$ cat src/rtl/maxpool_relu_stream_pkg.sv
// Shared CNN layer parameters used by the convolution and pooling stages.
package maxpool_relu_stream_pkg;

  localparam int unsigned CNN_CONV_W    = 24;
  localparam int unsigned CNN_CONV_H    = 24;
  localparam int unsigned CNN_DATA_BITS = 12;

endpackage

$ cat src/rtl/maxpool_relu_stream_max2_signed.sv
// Combinational two's-complement max of two operands; ties return the shared value.
module max2_signed
  import maxpool_relu_stream_pkg::*;
#(
  parameter int unsigned DATA_BITS = CNN_DATA_BITS
) (
  input  logic [DATA_BITS-1:0] a,
  input  logic [DATA_BITS-1:0] b,
  output logic [DATA_BITS-1:0] max_c
);

  assign max_c = ($signed(a) >= $signed(b)) ? a : b;

endmodule

$ cat src/rtl/maxpool_relu_stream.sv
// Streaming 2x2 stride-2 max-pool followed by ReLU over a raster-order feature map.
module maxpool_relu_stream
  import maxpool_relu_stream_pkg::*;
#(
  parameter int unsigned CONV_W    = CNN_CONV_W,
  parameter int unsigned CONV_H    = CNN_CONV_H,
  parameter int unsigned DATA_BITS = CNN_DATA_BITS
) (
  input  logic                 clk,
  input  logic                 rst,
  input  logic                 valid_in,
  input  logic [DATA_BITS-1:0] data_in,
  output logic                 valid_out,
  output logic [DATA_BITS-1:0] data_out,
  output logic                 frame_done
);

  localparam int unsigned COL_W  = $clog2(CONV_W);
  localparam int unsigned ROW_W  = $clog2(CONV_H);
  localparam int unsigned HALF_W = CONV_W / 2;
  localparam int unsigned IDX_W  = COL_W - 1;

  logic [COL_W-1:0]     col;
  logic [ROW_W-1:0]     row;
  logic [DATA_BITS-1:0] pending;
  logic [DATA_BITS-1:0] linebuf [HALF_W];

  logic [IDX_W-1:0]     idx;
  logic [DATA_BITS-1:0] hmax;
  logic [DATA_BITS-1:0] above;
  logic [DATA_BITS-1:0] pmax;
  logic [DATA_BITS-1:0] relu;
  logic                 col_odd;
  logic                 row_odd;
  logic                 col_last;
  logic                 row_last;
  logic                 block_end;

  assign idx       = col[COL_W-1:1];
  assign col_odd   = col[0];
  assign row_odd   = row[0];
  assign col_last  = (col == COL_W'(CONV_W - 1));
  assign row_last  = (row == ROW_W'(CONV_H - 1));
  assign block_end = valid_in && col_odd && row_odd;
  assign above     = linebuf[idx];
  assign relu      = pmax[DATA_BITS-1] ? '0 : pmax;

  max2_signed #(.DATA_BITS(DATA_BITS)) u_hmax (
    .a     (pending),
    .b     (data_in),
    .max_c (hmax)
  );

  max2_signed #(.DATA_BITS(DATA_BITS)) u_pmax (
    .a     (hmax),
    .b     (above),
    .max_c (pmax)
  );

  // Raster position, left-pixel hold and registered pooled output.
  always_ff @(posedge clk) begin
    if (rst) begin
      col        <= '0;
      row        <= '0;
      pending    <= '0;
      valid_out  <= 1'b0;
      frame_done <= 1'b0;
      data_out   <= '0;
    end else begin
      valid_out  <= block_end;
      frame_done <= valid_in && col_last && row_last;
      if (block_end) begin
        data_out <= relu;
      end
      if (valid_in) begin
        if (!col_odd) begin
          pending <= data_in;
        end
        if (col_last) begin
          col <= '0;
          row <= row_last ? '0 : row + ROW_W'(1);
        end else begin
          col <= col + COL_W'(1);
        end
      end
    end
  end

  // Upper-row horizontal maxima; every entry is rewritten before an odd row reads it.
  always_ff @(posedge clk) begin
    if (!rst && valid_in && col_odd && !row_odd) begin
      linebuf[idx] <= hmax;
    end
  end

endmodule

$ cat config.mk
export PLATFORM = sky130hd
export DESIGN_NAME = maxpool_relu_stream
export DESIGN_NICKNAME = d
export VERILOG_FILES = /design/src/rtl/maxpool_relu_stream_pkg.sv /design/src/rtl/maxpool_relu_stream_max2_signed.sv /design/src/rtl/maxpool_relu_stream.sv
export SDC_FILE = /design/constraint.sdc
export NUM_CORES = 1
export LEC_CHECK = 0
export ABC_AREA = 1
export CORE_MARGIN = 1.5
export CORE_UTILIZATION = 55
export CTS_BUF_LIST = sky130_fd_sc_hd__clkbuf_2 sky130_fd_sc_hd__clkbuf_4 sky130_fd_sc_hd__clkbuf_8
export DETAILED_ROUTE_END_ITERATION = 6
export GPL_ROUTABILITY_DRIVEN = 0
export PLACE_DENSITY = 0.76
export SLEW_MARGIN = 20
export SYNTH_ARGS = -nofsm -noshare
export SYNTH_HDL_FRONTEND = slang
export SYNTH_SLANG_ARGS = --single-unit
$ cat constraint.sdc
create_clock -name clk -period 4.8 [get_ports clk]
set_input_delay 1.44 -clock clk [delete_from_list [all_inputs] [get_ports clk]]
set_output_delay 1.44 -clock clk [all_outputs]
set_load 0.005 [all_outputs]
After elaboration in Yosys (flattened, before gate mapping)

Memory sizes are Yosys's and may differ from the RTL's. A register that Yosys moved wholly into a read port is not among the register bits.
Index checks and enable logic that the tools add are counted.

Register bits: 36
RAM bits: 144
Bits of input ports: 15
Output and inout port bits: 14
Logic and storage cells: 34
Memories kept: 1

Memory list:

| name    | depth | width | rd ports | clocked after Yosys merged registers in | wr ports | line                      | text |
|---|---|---|---|---|---|---|---|
| linebuf | 12    | 12    | 1        | 1                                       | 1        | maxpool_relu_stream.sv:26 | `logic [DATA_BITS-1:0] linebuf [HALF_W];` |

$add $sub $neg: 2
$lt $le $gt $ge: 2
Eq/ne operators: 2
Mux-type cells: 9
Bitwise gates (word level): 1
Reductions and logical operators: 11

Operators by type and width:

| kind                  | number |
|---|---|
| $ge A12 B12 Y1        | 2 |
| $mux W12              | 2 |
| $mux W11              | 1 |
| $add A5 B1 Y5 const B | 2 |
| $eq A5 B5 Y1 const B  | 2 |
| $mux W5               | 2 |
| $mux W4               | 2 |
| $logic_and A1 B1 Y1   | 7 |
| $reduce_and A2 Y1     | 2 |
| $logic_not A1 Y1      | 2 |
| $mux W1               | 2 |
| $not A1 Y1            | 1 |

Depth between registers and ports, before layout

Gate-level depths: netlist of run 1.

Word-level depth: 6
Mapped depth: 30
Depth with buffers taken out: 29

Modules after synthesis

A second synthesis of run 1 with hierarchy kept.

Cells, all modules: 942
Area total of the unflattened synthesis: 8744.6 um^2

By module, submodules not included:

| module               | instances | cells an instance | area an instance (um^2) | seq. area each (um^2) |
|---|---|---|---|---|
| maxpool_relu_stream  | 1         | 736               | 7526.0                  | 5104.9 |
| max2_signed (u_pmax) | 1         | 102               | 655.6                   | 0.0 |
| max2_signed (u_hmax) | 1         | 104               | 563.0                   | 0.0 |

Worst setup path after synthesis of run 1

Ideal clock, no wire load.

Path type: input to register
Start: input data_in[11]
End: register data_out[3]
Setup time: 0.139 ns
Arrival: 4.658 ns
Required time: 4.661 ns
Path slack: 0.003 ns
Stages on the path: 26
Buffers on the path: 2
Cells stage by stage: inv_1 ha_1 nand2_1 inv_2 nand2_1 inv_1 nand2_1 nand3_1 nand2_1 nand3_2 clkbuf_1 o21ai_0 ha_1 inv_1 nor2_1 o211ai_1 nand2_1 a21oi_2 nand2_1 nand2_2 nand3_2 buf_4 nand2_1 nand2_1 nand3_2 a21oi_2

Cells in the longest elaborated chain, start to end: 5

RTL lines:

| element              | line                                  | text |
|---|---|---|
| from (decl)          | maxpool_relu_stream.sv:12             | `input logic [DATA_BITS-1:0] data_in,` |
| $ge A12 B12 Y1       | maxpool_relu_stream_max2_signed.sv:12 | `assign max_c = ($signed(a) >= $signed(b)) ? a : b;` |
| $mux W12             | maxpool_relu_stream_max2_signed.sv:12 |  |
| named net hmax[1]    | maxpool_relu_stream.sv:29             | `logic [DATA_BITS-1:0] hmax;` |
| $ge A12 B12 Y1       | maxpool_relu_stream_max2_signed.sv:12 |  |
| $mux W12             | maxpool_relu_stream_max2_signed.sv:12 |  |
| $mux W11             | maxpool_relu_stream.sv:46             | `assign relu = pmax[DATA_BITS-1] ? '0 : pmax;` |
| to (signal assigned) | maxpool_relu_stream.sv:73             | `data_out <= relu;` |
| to (decl)            | maxpool_relu_stream.sv:14             | `output logic [DATA_BITS-1:0] data_out,` |

The timed path passes the listed nets, and every way through them passes these cells.
A chain may end at the register's enable or synchronous reset.

Final worst setup path of run 1

Ends and elaborated chain as after synthesis.

==> results of run 1 <==
timing repair:
item | in CTS | in global routing
gates resized for setup | 0 | 12
setup endpoints to repair | 0 | 11
setup buffers | 0 | 1
per-stage QoR:
step	cell area (µm²)	TNS (ns)	utilization	worst slack [ns]
floorplan	8270	0	-	0.00282
detailed placement	8980	-3.89	0.616	-0.381
finish	9430	0	0.646	0.289
global placement	8980	-2.39	0.616	-0.223
global route	9430	0	0.646	0.0280
CTS	9380	0	0.643	0.0982
worst min path at each step:
stage                      from           to  slack [ns]
floorplan                row[2]       row[2]        0.44
global placement         row[2]       row[2]        0.45
detailed placement  data_out[9]  data_out[9]        0.46
CTS                      row[2]       row[2]        0.48
global route        data_out[8]  data_out[8]        0.51
finish                   row[2]       row[2]        0.48
worst reg2reg max path: stages (launching register included):
cell and delay [ns]:
dfxtp_4 0.94, buf_4 0.40, mux2i_1 0.21, o211ai_1 0.09
o21ai_0 0.18, nor2_1 0.08, a21oi_1 0.28, ha_1 0.32
nand2_1 0.10, inv_1 0.04, nand3_1 0.08, nor2_1 0.05
nand2_1 0.10, nor2_4 0.05, a21oi_2 0.17, nand2_1 0.09
nand2_2 0.09, nand3_2 0.13, buf_6 0.17, nand2_1 0.06
nand2_1 0.07, nand3_2 0.08, a21oi_2 0.05
sequential cells by signal, indices dropped and copies added, names as in the netlist, named ones only:
register    cells
valid_out       1
linebuf       144
pending        12
row             5
col             5
data_out       11
frame_done      1
per-layer routing:
layer / vias up / wire (µm) / GRT usage / share of wire
li1: 2792 / - / - / -
met1: 2729 / 7420 / 0.291 / 0.42
met2: 171 / 8730 / 0.393 / 0.50
met3: 43 / 917 / 0.0488 / 0.052
met4: 0 / 522 / 0.110 / 0.030
met5: - / 0 / 0 / 0
placed cells by master (no fill, tap or decap), drive strengths merged, types with 3 or more instances in the layout:
cell           instances
edfxtp               144
ha                    25
o211ai                13
nor3                   5
clkinv                 7
nand3                 26
clkdlybuf4s50         27
clkinvlp               4
buf                   54
nor2                  31
nand4                 17
nand2                109
dfxtp                 39
inv                  104
a21oi                 74
mux2i                 33
o21ai                103
clkbuf                18
bufinv                 3
power groups by stage:
| stage | clock (µW) | sequential (µW) | combinational, µW |
|---|---|---|---|
| floorplan | 0 | 1820 | 356 |
| global placement | 0 | 1840 | 490 |
| detailed placement | 0 | 1840 | 510 |
| CTS | 1060 | 1800 | 513 |
| global route | 1120 | 1800 | 593 |
| finish | 1040 | 1800 | 536 |
cells by family (layout without fill, tap and decap cells):
logic type,after synthesis,in the layout,synth area share
buf+inv,142,217,0.0696
flops,183,183,0.618
mux,33,33,0.0400
xor+xnor,2,2,0.00212
other cells,1,1,0.000454
fa+ha+maj,25,25,0.0378
compound gates,194,194,0.127
simple gates,188,189,0.105
cell type report:
type,count,area (µm²)
Inverter,104,390
Fill cell,1093,5160
Multi-Input combinational cell,444,2620
Clock inverter,14,158
Clock buffer,18,241
Tap cell,184,230
Sequential cell,183,5110
Timing Repair Buffer,81,679
==> metrics.log, run 1 <==
[metrics] slowest library cell on the worst path: clkdlybuf4s50_1
[metrics] first-pass iteration count of the detailed router: 5
[metrics] initial standard-cell utilization of the core: 0.567
[metrics] remaining antenna violation count: 0
[metrics] Residual DRC: 0
[metrics] detail-routed via count per cell: 5.58
[metrics] net count after synthesis: 808
[metrics] outcome: finished, final reports clean
[metrics] area delta synth->final: 14.1%
[metrics] overall power consumption: 3380 µW
[metrics] Yosys warning count: 0
[metrics] clock latency on the worst-skew pair: 0.46 ns
[metrics] Final Max Tran Viols: 0
[metrics] total grt overflow: 0
[metrics] number of antenna violations at the first check in global routing: 0
[metrics] total detailed-routing wirelength: 17,600 µm
[metrics] logic depth of the worst setup path including buffers: 29
[metrics] clock share of power: 0.309
[metrics] Max H-tree Level: 4
[metrics] R2R depth: 22
[metrics] library cells used by synthesis: 32
[metrics] Clock Skew: 0.0113 ns
[metrics] clock slew at the register clock pins of the worst setup and hold paths: 0.09 ns
[metrics] share of synthesized registers carrying an async set or reset: 0
[metrics] cell type group with the largest total delay on the critical path: simple AND/OR/NAND/NOR gates
[metrics] cell type with the highest aggregate area in the netlist: edfxtp_1
[metrics] P per Cell Area: 358 nW/µm²
[metrics] max-cap violations: 0
[metrics] most frequently used flop master after synthesis: edfxtp_1
[metrics] Syn Area/Cell: 10.8 µm²
[metrics] top achievable clock speed: 222 MHz
[metrics] portion of total power attributed to combinational logic: 0.159
[metrics] Mapped Cells: 768
[metrics] Tot GR Track Use: 0.234
[metrics] worst hold margin: 0.481 ns
[metrics] hold violation count in the final report: 0
[metrics] floorplan row count: 44
[metrics] category of the most critical setup path: input pin to register
[metrics] kind of start point of the critical path: input pin
[metrics] number of port buffers: 27
[metrics] maximum root-to-sink buffer count: 2
[metrics] Antenna Cells: 0
[metrics] Bufs and invs on worst path: 6
[metrics] largest net degree at the start of global routing: 85
[metrics] hold depth: 2
[metrics] share of final-layout standard cells stronger than drive strength 1: 0.140
[metrics] fraction of power spent switching nets: 0.266
[metrics] number of buffers created by CTS: 17
[metrics] data arrival time of the critical path: 4.86 ns
[metrics] width of the die: 126 µm
[metrics] min Tclk post-route: 4.51 ns
[metrics] critical-path maximum fanout: 8
[metrics] worst max-slew margin expressed relative to the limit: 0.368
[metrics] total die area: 15,800 µm²
[metrics] total number of vias: 5,735
[metrics] total half-perimeter wirelength after legalization and detailed placement: 11,700 µm
[metrics] area share of the largest cell type after synthesis: 0.523
[metrics] Root Driver: clkbuf_8
[metrics] count of state elements after synthesis: 183
[metrics] global-route wire length before repair: 28,500 µm
[metrics] fraction of the cycle the final worst path needs: 0.940
[metrics] Initial DRC Count: 469
[metrics] number of enable flip-flop cells after synthesis: 144
[metrics] most frequent cell after synthesis: edfxtp_1
[metrics] sequential-to-total area share from yosys stat: 0.618
[metrics] required time at the endpoint of the critical path: 5.15 ns
[metrics] Nets: 871
[metrics] Seq pwr share: 0.532
[metrics] most area-consuming cells after synthesis: edfxtp_1 (52%), dfxtp_1 (9.4%), o21ai_0 (5.9%)
[metrics] number of ports placed on the die boundary: 29
[metrics] total number of clock tree sinks: 183
[metrics] CTS tree: done
[metrics] unrepaired setup endpoints after global routing: false
[metrics] final cell count without fillers: 1,028
[metrics] Hold Crit Class: register to register
[metrics] synthesized cell area: 8270 µm²
[metrics] via count of the first global-routing pass: 5,764
[metrics] Register-to-Register Setup Slack: 0.87 ns
[metrics] P_int: 2480 µW
[metrics] power spent charging and discharging nets: 900 µW
[metrics] worst reg2reg path endpoint: data_out[3]
[metrics] Critical path origin: data_in[11]
[metrics] most instantiated cells after synthesis: edfxtp_1 (144), nand2_1 (104), inv_1 (102)
[metrics] number of buffers inserted by hold repair at cts: 0
[metrics] largest stage delay on the critical path: 0.50 ns
[metrics] end point of the critical path: data_out[3]
[metrics] Least-Margin Pin Slew: 0.947 ns
[metrics] leakage dissipation: 0.00361 µW
[metrics] critical path capture point type: register
[metrics] Setup-failing EPs final: 0
[metrics] Core Area: 14,600 µm²
[metrics] wire per inst: 17.1 µm
[metrics] worst supply voltage drop on vdd: 0.000176 V
[metrics] Die Y: 126 µm
[metrics] number of cells after detailed placement: 994
[metrics] dominant cell type by count on the critical path: nand2_1
Note: power is estimated with default switching activity, not from simulation.
==> run 2, diff against run 1 <==
--- a/config.mk
+++ b/config.mk
@@ -10,8 +10,10 @@
 export CORE_UTILIZATION = 55
 export CTS_BUF_LIST = sky130_fd_sc_hd__clkbuf_2 sky130_fd_sc_hd__clkbuf_4 sky130_fd_sc_hd__clkbuf_8
 export DETAILED_ROUTE_END_ITERATION = 6
+export DONT_BUFFER_PORTS = 1
 export GPL_ROUTABILITY_DRIVEN = 0
-export PLACE_DENSITY = 0.76
+export PLACE_DENSITY = 0.73
+export SETUP_SLACK_MARGIN = 0.2
 export SLEW_MARGIN = 20
 export SYNTH_ARGS = -nofsm -noshare
 export SYNTH_HDL_FRONTEND = slang
==> run 2 against run 1 <==
  * Cell area decreased by 5.2%
  * Register-to-register slack got worse by 0.15 ns
  * Clock skew increased by 0.0013 ns
  * Non-clock buffer count decreased by 52
  * Clock-buffer cell count increased by 1
  * Largest power group unchanged
  * Global-route usage decreased by 0.11 points
  * Via count decreased by 2.3%
  * Sequential share of layout area increased by 3.0 points
  * Sequential power about the same
  * Setup slack improved by 0.28 ns
  * Maximum frequency increased by 6.6%
==> metrics.log, run 2 (same netlist as run 1, synthesis figures left out) <==
[metrics] outcome: finished, final reports clean
[metrics] Tot GR Track Use: 0.233 (-0.00110)
[metrics] worst reg2reg path endpoint: data_out[4]
[metrics] initial standard-cell utilization of the core: 0.567 (unchanged)
[metrics] number of antenna violations at the first check in global routing: 0 (unchanged)
[metrics] register cell area after layout: 5110 µm² (unchanged)
[metrics] category of the most critical setup path: input pin to register
[metrics] Bufs and invs on worst path: 4 (-2)
[metrics] Least-Margin Pin Slew: 1.05 ns (+0.0990 ns)
[metrics] ordered list of cells on the worst path: inv_1 > ha_1 > a21o_1 > nor2_1 > nand3_1 > nand2_1 > nand3_2 > buf_4 > o21ai_1 > ha_1 > nand2_1 > inv_1 > nor2_1 > o21bai_1 > a21oi_2 > nand2_1 > nand2_2 > nand3_2 > buf_4 > nand2_1 > nand2_1 > nand3_2 > a21oi_2
[metrics] dominant cell type by count on the critical path: nand2_1
[metrics] clock slew at the register clock pins of the worst setup and hold paths: 0.09 ns (about the same)
[metrics] critical-path maximum fanout: 13 (+5)
[metrics] R2R depth: 20 (-9.1%)
[metrics] largest registers: linebuf: 144 flops, pending: 12 flops, data_out: 11 flops
[metrics] Hold Crit Class: register to register
[metrics] remaining antenna violation count: 0 (unchanged)
[metrics] global-route wire length before repair: 28,100 µm (-1.2%)
[metrics] Setup-failing EPs final: 0 (unchanged)
[metrics] total die area: 15,800 µm² (unchanged)
[metrics] clock latency on the worst-skew pair: 0.46 ns (about the same)
[metrics] largest net degree at the start of global routing: 76 (-11%)
[metrics] setup total negative slack: 0 ns (unchanged)
[metrics] Core Area: 14,600 µm² (unchanged)
[metrics] min Tclk post-route: 4.23 ns (-0.278 ns)
[metrics] wire per inst: 18.0 µm (+5.3%)
[metrics] hold depth: 2 (unchanged)
[metrics] top achievable clock speed: 236 MHz (+6.6%)
[metrics] P per Cell Area: 369 nW/µm² (+2.8%)
[metrics] largest stage delay on the critical path: 0.34 ns (-0.16 ns)
[metrics] worst max-slew margin expressed relative to the limit: 0.300 (-0.0686)
[metrics] maximum root-to-sink buffer count: 2 (unchanged)
[metrics] Antenna Cells: 0 (unchanged)
[metrics] total number of vias: 5,604 (-2.3%)
[metrics] kind of start point of the critical path: input pin
[metrics] Die Y: 126 µm (unchanged)
[metrics] total number of clock tree sinks: 183 (unchanged)
[metrics] Filler Cells Inserted: 1,174 (+7.4%)
[metrics] fraction of the cycle the final worst path needs: 0.882 (-0.0578)
[metrics] number of buffers inserted by hold repair at cts: 0 (unchanged)
[metrics] slowest library cell on the worst path: ha_1
[metrics] area delta synth->final: 8.17%
[metrics] highest-count cells in the layout ignoring fill and taps: edfxtp_1 (144), nand2_1 (104), inv_1 (102)
[metrics] number of ports placed on the die boundary: 29 (unchanged)
[metrics] total grt overflow: 0 (unchanged)
[metrics] unrepaired setup endpoints after global routing: false
[metrics] leakage dissipation: 0.00339 µW (-6.1%)
[metrics] total area of multi-input combinational cells: 2600 µm² (-0.81%)
[metrics] Initial DRC Count: 402 (-14%)
[metrics] top register by number of flip-flops: linebuf
[metrics] cell type group with the largest total delay on the critical path: simple AND/OR/NAND/NOR gates
[metrics] Hold Path End: row[2]
[metrics] share of final-layout standard cells stronger than drive strength 1: 0.123 (-0.0172)
[metrics] Root Driver: clkbuf_8
[metrics] first-pass iteration count of the detailed router: 5 (unchanged)
[metrics] required time at the endpoint of the critical path: 5.16 ns (about the same)
[metrics] Clock Skew: 0.0126 ns (+0.00128 ns)
[metrics] Residual DRC: 0 (unchanged)
[metrics] max FFs per register: 144 (unchanged)
[metrics] number of port buffers: 0 (-100%)
[metrics] Max H-tree Level: 4 (unchanged)
[metrics] detail-routed via count per cell: 5.75 (+3.0%)
[metrics] worst hold margin: 0.480 ns (-0.00122 ns)
[metrics] worst supply voltage drop on vdd: 0.000169 V (-4.2%)
[metrics] commonest non-fill, non-tap cell in the layout: edfxtp_1
[metrics] Register-to-Register Setup Slack: 0.72 ns (-0.15 ns)
[metrics] width of the die: 126 µm (unchanged)
[metrics] setup bufs post-CTS: 0 (unchanged)
[metrics] CTS tree: done
[metrics] via count of the first global-routing pass: 5,464 (-5.2%)
[metrics] Hold Path Origin: row[2]
[metrics] max-cap violations: 0 (unchanged)
[metrics] number of buffers created by CTS: 17 (unchanged)
[metrics] floorplan row count: 44 (unchanged)
[metrics] Nets: 818 (-6.1%)
[metrics] Final Max Tran Viols: 0 (unchanged)
[metrics] hold violation count in the final report: 0 (unchanged)
[metrics] total detailed-routing wirelength: 17,600 µm (-0.15%)
[metrics] data arrival time of the critical path: 4.59 ns (-0.27 ns)
[metrics] critical path capture point type: register
[metrics] total half-perimeter wirelength after legalization and detailed placement: 11,600 µm (-0.49%)
run 2: cell count changes in the layout (fill, tap and decap cells not counted), moves of 2 or more:
cell,delta
nand2_2,-2
clkbuf_8,+2
clkdlybuf4s50_1,-27
nor2_2,+6
buf_4,-24
o21ai_1,+3
nor2_1,-5
clkinv_2,+5
clkinv_1,-4
o21ai_2,-2
run 2: power by group:
part	internal, µW	total [µW]	switching, µW
clock network	485	1010	523
registers	1770	1800	26.5
logic	159	489	330
total	2420	3300	879
run 2: routing by layer:
layer | vias to the layer above | routed length [µm] | track usage
met1 | 2692 | 7460 | 0.299
met4 | 0 | 439 | 0.102
li1 | 2684 | - | -
met3 | 44 | 1170 | 0.0535
met2 | 184 | 8500 | 0.381
met5 | - | 0 | 0
run 2: layout make-up:
| type | count | share of cell area |
|---|---|---|
| Timing Repair Buffer | 29 | 0.0243 |
| Multi-Input combinational cell | 443 | 0.291 |
| Sequential cell | 183 | 0.571 |
| Tap cell | 184 | 0.0257 |
| Clock inverter | 13 | 0.0146 |
| Clock buffer | 19 | 0.0292 |
| Inverter | 104 | 0.0437 |
run 2: how the worst max path moves through the flow:
stage | startpoint | endpoint | slack [ns] | cells after the start
detailed placement | data_in[11] | data_out[9] | 0.04 | 24
floorplan | data_in[11] | data_out[2] | 0.25 | 26
global route | data_in[11] | data_out[9] | 0.20 | 25
finish | data_in[11] | data_out[5] | 0.57 | 23
CTS | data_in[11] | data_out[9] | 0.53 | 24
global placement | data_in[11] | data_out[5] | 0.20 | 28
run 2: worst register-to-register path, cell delays in order (launching register included):
cell and delay [ns]:
dfxtp_4 0.90, buf_4 0.40, mux2i_1 0.09, o21ai_0 0.16, o21ai_0 0.17, o21ai_0 0.48, inv_1 0.10, ha_1 0.31
nand3_1 0.09, nor2_1 0.09, nand2_1 0.07, nor2_2 0.12, a21oi_2 0.08, nand2_1 0.07, nand2_2 0.15, nand3_2 0.13
buf_4 0.19, nand2_1 0.07, nand2_1 0.11, nand3_2 0.09, a21oi_2 0.15
run 2: timing repair:
action                                 in CTS  in global routing
endpoints found under the hold margin       0                  0
setup endpoints to repair                   0                 11
gates resized for setup                     0                  2
run 2: per-stage QoR:
step | utilization | power, µW | setup slack, ns | instances | cell area (µm²)
floorplan | - | 2170 | 0.245 | 768 | 8270
global placement | 0.585 | 2290 | 0.199 | 943 | 8540
detailed placement | 0.586 | 2310 | 0.0402 | 943 | 8540
CTS | 0.613 | 3310 | 0.531 | 975 | 8940
global route | 0.613 | 3430 | 0.201 | 975 | 8940
finish | 0.613 | 3300 | 0.566 | 975 | 8940
